--- config.mk ---
export PLATFORM = sky130hd
export DESIGN_NAME = perf_monitor
export DESIGN_NICKNAME = d
export VERILOG_FILES = /design/src/rtl/perf_pkg.sv /design/src/rtl/perf_sat_counter.sv /design/src/rtl/perf_monitor.sv
export SDC_FILE = /design/constraint.sdc
export NUM_CORES = 1
export LEC_CHECK = 0
export CORE_ASPECT_RATIO = 2
export CORE_MARGIN = 3
export CORE_UTILIZATION = 40
export CTS_CLUSTER_DIAMETER = 120
export DETAILED_ROUTE_END_ITERATION = 12
export PLACE_DENSITY = 0.68
export SLEW_MARGIN = 20
export SYNTH_ARGS = -nofsm -noshare
export SYNTH_HDL_FRONTEND = slang
export SYNTH_SLANG_ARGS = --single-unit
--- constraint.sdc ---
create_clock -name clk -period 6.8 [get_ports clk]
set_clock_uncertainty 0.1 [all_clocks]
set_input_delay 0.68 -clock clk [delete_from_list [all_inputs] [get_ports clk]]
set_output_delay 0.68 -clock clk [all_outputs]
set_load 0.005 [all_outputs]
--- src/rtl/perf_pkg.sv ---
// Shared constants for the run-control / performance monitor: state encoding,
// default widths and the end-of-program address used by benches.
package perf_pkg;

    localparam logic [1:0] IDLE = 2'd0;
    localparam logic [1:0] RUN  = 2'd1;
    localparam logic [1:0] DONE = 2'd2;
    localparam logic [1:0] TOUT = 2'd3;

    localparam int DEF_WIDTH_I = 32;
    localparam int DEF_CNT_W   = 32;
    localparam int DEF_N_EVT   = 4;

    localparam logic [31:0] END_ADDR = 32'h0000_0080;

endpackage

--- src/rtl/perf_sat_counter.sv ---
// Saturating up-counter with synchronous clear; holds at all-ones instead of wrapping.
module perf_sat_counter #(
    parameter int CNT_W = 32
) (
    input  logic             clk,
    input  logic             rst_n,
    input  logic             clr_i,
    input  logic             inc_i,
    output logic [CNT_W-1:0] cnt_o
);

    always_ff @(posedge clk or negedge rst_n) begin
        if (!rst_n) begin
            cnt_o <= '0;
        end else if (clr_i) begin
            cnt_o <= '0;
        end else if (inc_i && !(&cnt_o)) begin
            cnt_o <= cnt_o + CNT_W'(1);
        end
    end

endmodule

--- src/rtl/perf_monitor.sv ---
// Run-control monitor: counts cycles and event strobes from arm until the
// observed PC hits end_addr, or until the programmable timeout expires.
module perf_monitor
    import perf_pkg::*;
#(
    parameter int WIDTH_I = DEF_WIDTH_I,
    parameter int CNT_W   = DEF_CNT_W,
    parameter int N_EVT   = DEF_N_EVT
) (
    input  logic                   clk,
    input  logic                   rst_n,
    input  logic [WIDTH_I-1:0]     addr_in,
    input  logic [WIDTH_I-1:0]     end_addr,
    input  logic [CNT_W-1:0]       timeout_lim,
    input  logic [N_EVT-1:0]       evt_in,
    input  logic                   arm,
    input  logic                   clr,
    output logic [CNT_W-1:0]       cycle_cnt,
    output logic [N_EVT*CNT_W-1:0] evt_cnt,
    output logic                   busy,
    output logic                   done,
    output logic                   timeout,
    output logic [1:0]             dbg_state
);

    logic [1:0]       state_q;
    logic [1:0]       state_d;
    logic             match;
    logic             run_inc;
    logic             clr_cnt;
    logic [CNT_W-1:0] cyc_next;

    assign match    = (addr_in == end_addr);
    assign cyc_next = (&cycle_cnt) ? cycle_cnt : cycle_cnt + CNT_W'(1);

    // Counters only advance on RUN edges that neither abort nor match.
    assign run_inc = (state_q == RUN) && !clr && !match;
    // clr zeroes in every state; arm zeroes whenever it (re)starts a run.
    assign clr_cnt = clr || (arm && (state_q != RUN));

    always_comb begin
        state_d = state_q;
        case (state_q)
            IDLE: begin
                if (!clr && arm) state_d = RUN;
            end
            RUN: begin
                if (clr) begin
                    state_d = IDLE;
                end else if (match) begin
                    state_d = DONE;
                end else if ((timeout_lim != '0) && (cyc_next == timeout_lim)) begin
                    state_d = TOUT;
                end
            end
            default: begin
                if (clr) begin
                    state_d = IDLE;
                end else if (arm) begin
                    state_d = RUN;
                end
            end
        endcase
    end

    always_ff @(posedge clk or negedge rst_n) begin
        if (!rst_n) begin
            state_q <= IDLE;
        end else begin
            state_q <= state_d;
        end
    end

    perf_sat_counter #(.CNT_W(CNT_W)) u_cycle (
        .clk   (clk),
        .rst_n (rst_n),
        .clr_i (clr_cnt),
        .inc_i (run_inc),
        .cnt_o (cycle_cnt)
    );

    for (genvar k = 0; k < N_EVT; k++) begin : g_evt
        perf_sat_counter #(.CNT_W(CNT_W)) u_evt (
            .clk   (clk),
            .rst_n (rst_n),
            .clr_i (clr_cnt),
            .inc_i (run_inc && evt_in[k]),
            .cnt_o (evt_cnt[k*CNT_W +: CNT_W])
        );
    end

    // Status flags come straight from the state register.
    assign busy      = (state_q == RUN);
    assign done      = (state_q == DONE);
    assign timeout   = (state_q == TOUT);
    assign dbg_state = state_q;

endmodule

==> metrics.md <==
| Metric | Value |
|---|---|
| RSZ-0062 raised after global routing | `false` |
| Clk network pwr share | `0.465` |
| Arr. time, crit path | `between 4000 and 5000 ps` |
| Post-Route WL | `36.2 mm` |
| Post-synthesis to final-layout area growth | `35.9%` |
| Seq/Total Area, Yosys | `0.406` |
| Post-route cell area | `0.0136 mm2` |
| Post-route ant nets | `0` |
| First-pass GRT wire length | `~56 mm` |
| Port-buffer cells | `268` |
| Post-synth EDFFs | `0` |
| Final setup vio count | `0` |
| Seq pwr share | `0.448` |
| DR vias/cell | `roughly 5.7` |
| Overflow after GRT | `0` |
| Postcts setup bufs | `0` |
| Hpwl dp | `28.1 mm` |
| Dpl cell area | `between 0.01 and 0.015 mm2` |
| Initial antenna violation count | `1` |
| Worst path max stage delay | `1020 ps` |
| Syn avg cell area | `8.57 um2` |
| Remaining DRCs | `0` |
| Final hold vios | `0` |
| Die width | `118 um` |
| Period utilization | `0.590` |
| Worst Path Max Fanout | `31` |
| Site row count | `81` |
| Initial Util | `0.407` |
| CTS root buffer | `clkbuf_16` |
| DRT iter0 DRCs | `approximately 560` |
| CP cell instances | `ha_1, nand2_1, nor4_1, buf_4, nand3_1, nand2_1, nor2_1, o21ai_0, o31ai_1` |
| Core ar. | `0.0245 mm2` |
| Sw frac | `0.237` |
| WL/cell | `20.6 um` |
| Clk Latency, worst-skew pair | `440 ps` |
| Setup Total Neg Slack | `0 ps` |
| Leakage power | `5.10 nW` |
| Cell count after placement | `between 1.5k and 2k` |
| PD cells | `between 150 and 200 mW/mm2` |
| FF+latch count, synth | `162` |
| Ys flop type | `dfrtp_1` |
| Worst-Margin Slew | `1140 ps` |
| Maxcap violations | `0` |
| Post-Syn Area | `0.00999 mm2` |
| Internal cell power | `between 1.5 and 2 mW` |
| Synth async-reset ratio | `1.00` |
| CTS tree | `done` |
| Comb pwr share | `0.087` |
| CP Data Required Time | `6980 ps` |
| Sink Count | `162` |
| CTS H-tree depth | `4` |
| Hold WC Path Type | `in2async` |
| Post-cts resize count | `0` |
| Max IR drop VDD | `184 uV` |
| Cell accounting for the most synthesized area | `dfrtp_1` |
| CTS Hold Buffers Added | `0` |
| Fin cells | `between 1.5k and 2k` |
| P_sw | `0.512 mW` |
| Syn. warnings | `0` |
| Vias in the first global route | `9843` |
| Longest Clk Path Bufs | `2` |
| I/O pins | `269` |
| Die Span Y | `230 um` |
| Synth area leaders | `dfrtp_1, xor2_1, xnor2_1` |
| Critical path launch point type | `flip-flop` |
| FILL cells | `2326` |
| CTS Buf Count | `17` |
| Vias | `approximately 10k` |
| Share of layout cells above drive strength 1 | `0.0457` |
| Fmax achieved | `249 MHz` |
| Crit end category | `flip-flop` |
| RD Place Congestion | `0.978` |
| Share of the synthesized area in the top cell type | `0.406` |
| First-pass DRT Iterations | `5` |
| Pins Over Slew Limit | `0` |
| Period minus WS final | `about 4000 ps` |
| Final core occ | `0.554` |
| Largest net degree at the start of global routing | `105` |
| Final #Nets | `1519` |
| Post-Syn Instances | `between 1k and 1.5k` |
| Yosys cell types | `69` |
| Rel. slew slack | `0.241` |
| Crit path top cell by count | `nand2_1` |
| Gr usage total | `0.262` |
| Crit Path Category | `reg2reg` |
| Outcome | `finished clean` |
| Synth Net Count | `1275` |
| Crit-path slowest cell | `nand2_1` |
| Clk pin slew, worst setup/hold paths | `70 ps` |
| Die Area | `0.0270 mm2` |
==> registers in the layout, summed over array words and instances, names as in the netlist <==
signal and count:
dbg_state 2, g_evt.u_evt.cnt_o 128, u_cycle.cnt_o 32
==> synth_stat cells (3+ instances only) <==
library cell,number
dfrtp_1,162
nor2_1,158
nand2_1,88
xor2_1,86
xnor2_1,81
o21ai_0,72
nand3_1,59
nand4_1,48
nor3_1,47
clkbuf_1,41
nor4_1,40
a21oi_1,36
inv_1,36
and3_1,27
or3_1,23
and4_1,21
o31ai_1,14
and2_1,10
buf_2,9
or2_2,7
or4_1,7
a31oi_1,6
mux2i_1,6
nor2b_1,6
ha_1,5
nand2b_1,5
a211oi_1,4
o2111ai_1,4
o211ai_1,4
o21a_1,4
a311oi_1,3
o31a_1,3
==> power by group through the flow <==
stage / Sequential, mW / Clock (mW) / Combinational [mW]
floorplan: 0.986 / 0 / 0.0647
global placement: 0.987 / 0 / 0.189
detailed placement: 0.987 / 0 / 0.188
CTS: 0.969 / 1.02 / 0.189
global route: 0.969 / 1.06 / 0.204
finish: 0.969 / 1.00 / 0.188
==> kinds of logic (layout without fill, tap and decap cells) <==
kind of cell    after synthesis  after routing  synth area share
flops                       162            162             0.406
other cells                   0              1                 0
compound gates              174            174             0.107
buf+inv                      89            346            0.0362
fa+ha+maj                     5              5           0.00626
mux                           7              7           0.00714
simple gates                561            561             0.289
xor+xnor                    168            168             0.149
==> worst max-delay path: cells and delay by family (launching register included) <==
family                   cells  cell delay [ps]
buffers and inverters        1              300
flip-flops                   1              480
adder cells (fa/ha/maj)      1              330
AO/OA/AOI/OAI                2              290
AND/OR/NAND/NOR              5             2340
==> per-layer routing <==
| metal | track usage | vias to the layer above | wire [um] |
|---|---|---|---|
| li1 | - | 4642 | - |
| met1 | 0.260 | 4832 | 12400 |
| met2 | 0.494 | 374 | 19700 |
| met3 | 0.0390 | 121 | 1490 |
| met4 | 0.179 | 0 | 2680 |
| met5 | 0 | - | 0 |
==> stage by stage <==
| step | power, mW | hold WS, ps | setup WS (ps) |
|---|---|---|---|
| 3_3_place_gp | 1.18 | 413 | 2600 |
| 6_report | 2.16 | 274 | 2790 |
| 5_1_grt | 2.23 | 342 | 2610 |
| 4_1_cts | 2.18 | 304 | 2890 |
| 2_1_floorplan | 1.05 | 284 | 3800 |
| 3_5_place_dp | 1.18 | 425 | 2560 |
==> worst paths after layout <==
path	start	depth (start not counted)	to	slack, ps
min in group clk	g_evt[3].u_evt.cnt_o[5]	1	g_evt[3].u_evt.cnt_o[5]	430
max	u_cycle.cnt_o[1]	9	u_cycle.cnt_o[11]	2790
max in group asynchronous	rst_n	2	g_evt[1].u_evt.cnt_o[23]	4990
max reg2reg	u_cycle.cnt_o[1]	9	u_cycle.cnt_o[11]	2790
min	rst_n	1	g_evt[0].u_evt.cnt_o[23]	270
min reg2reg	g_evt[3].u_evt.cnt_o[5]	1	g_evt[3].u_evt.cnt_o[5]	430
==> final cells by class <==
| type | instances | area (um2) | area share |
|---|---|---|---|
| flip-flops and latches | 162 | 4050 | 0.299 |
| clock buffers | 20 | 457 | 0.0336 |
| clock inverters | 12 | 154 | 0.0113 |
| inverters | 36 | 135 | 0.00995 |
| well taps | 332 | 415 | 0.0306 |
| repair buffers | 278 | 2760 | 0.203 |
| diodes | 1 | 2.50 | 0.000184 |
| multi-input cells | 915 | 5600 | 0.413 |
==> placed cells by master (no fill, tap or decap), types with 14 or more instances in the layout <==
cell,instances
o31ai_1,14
dfrtp_1,162
clkbuf_16,17
nor4_1,40
and3_1,27
xnor2_1,81
nor2_1,156
nand3_1,59
o21ai_0,72
inv_1,36
a21oi_1,35
nand2_1,88
and4_1,21
clkdlybuf4s50_1,267
xor2_1,86
nor3_1,46
or3_1,23
nand4_1,48
No activity file was read; power rests on OpenSTA's default activity.
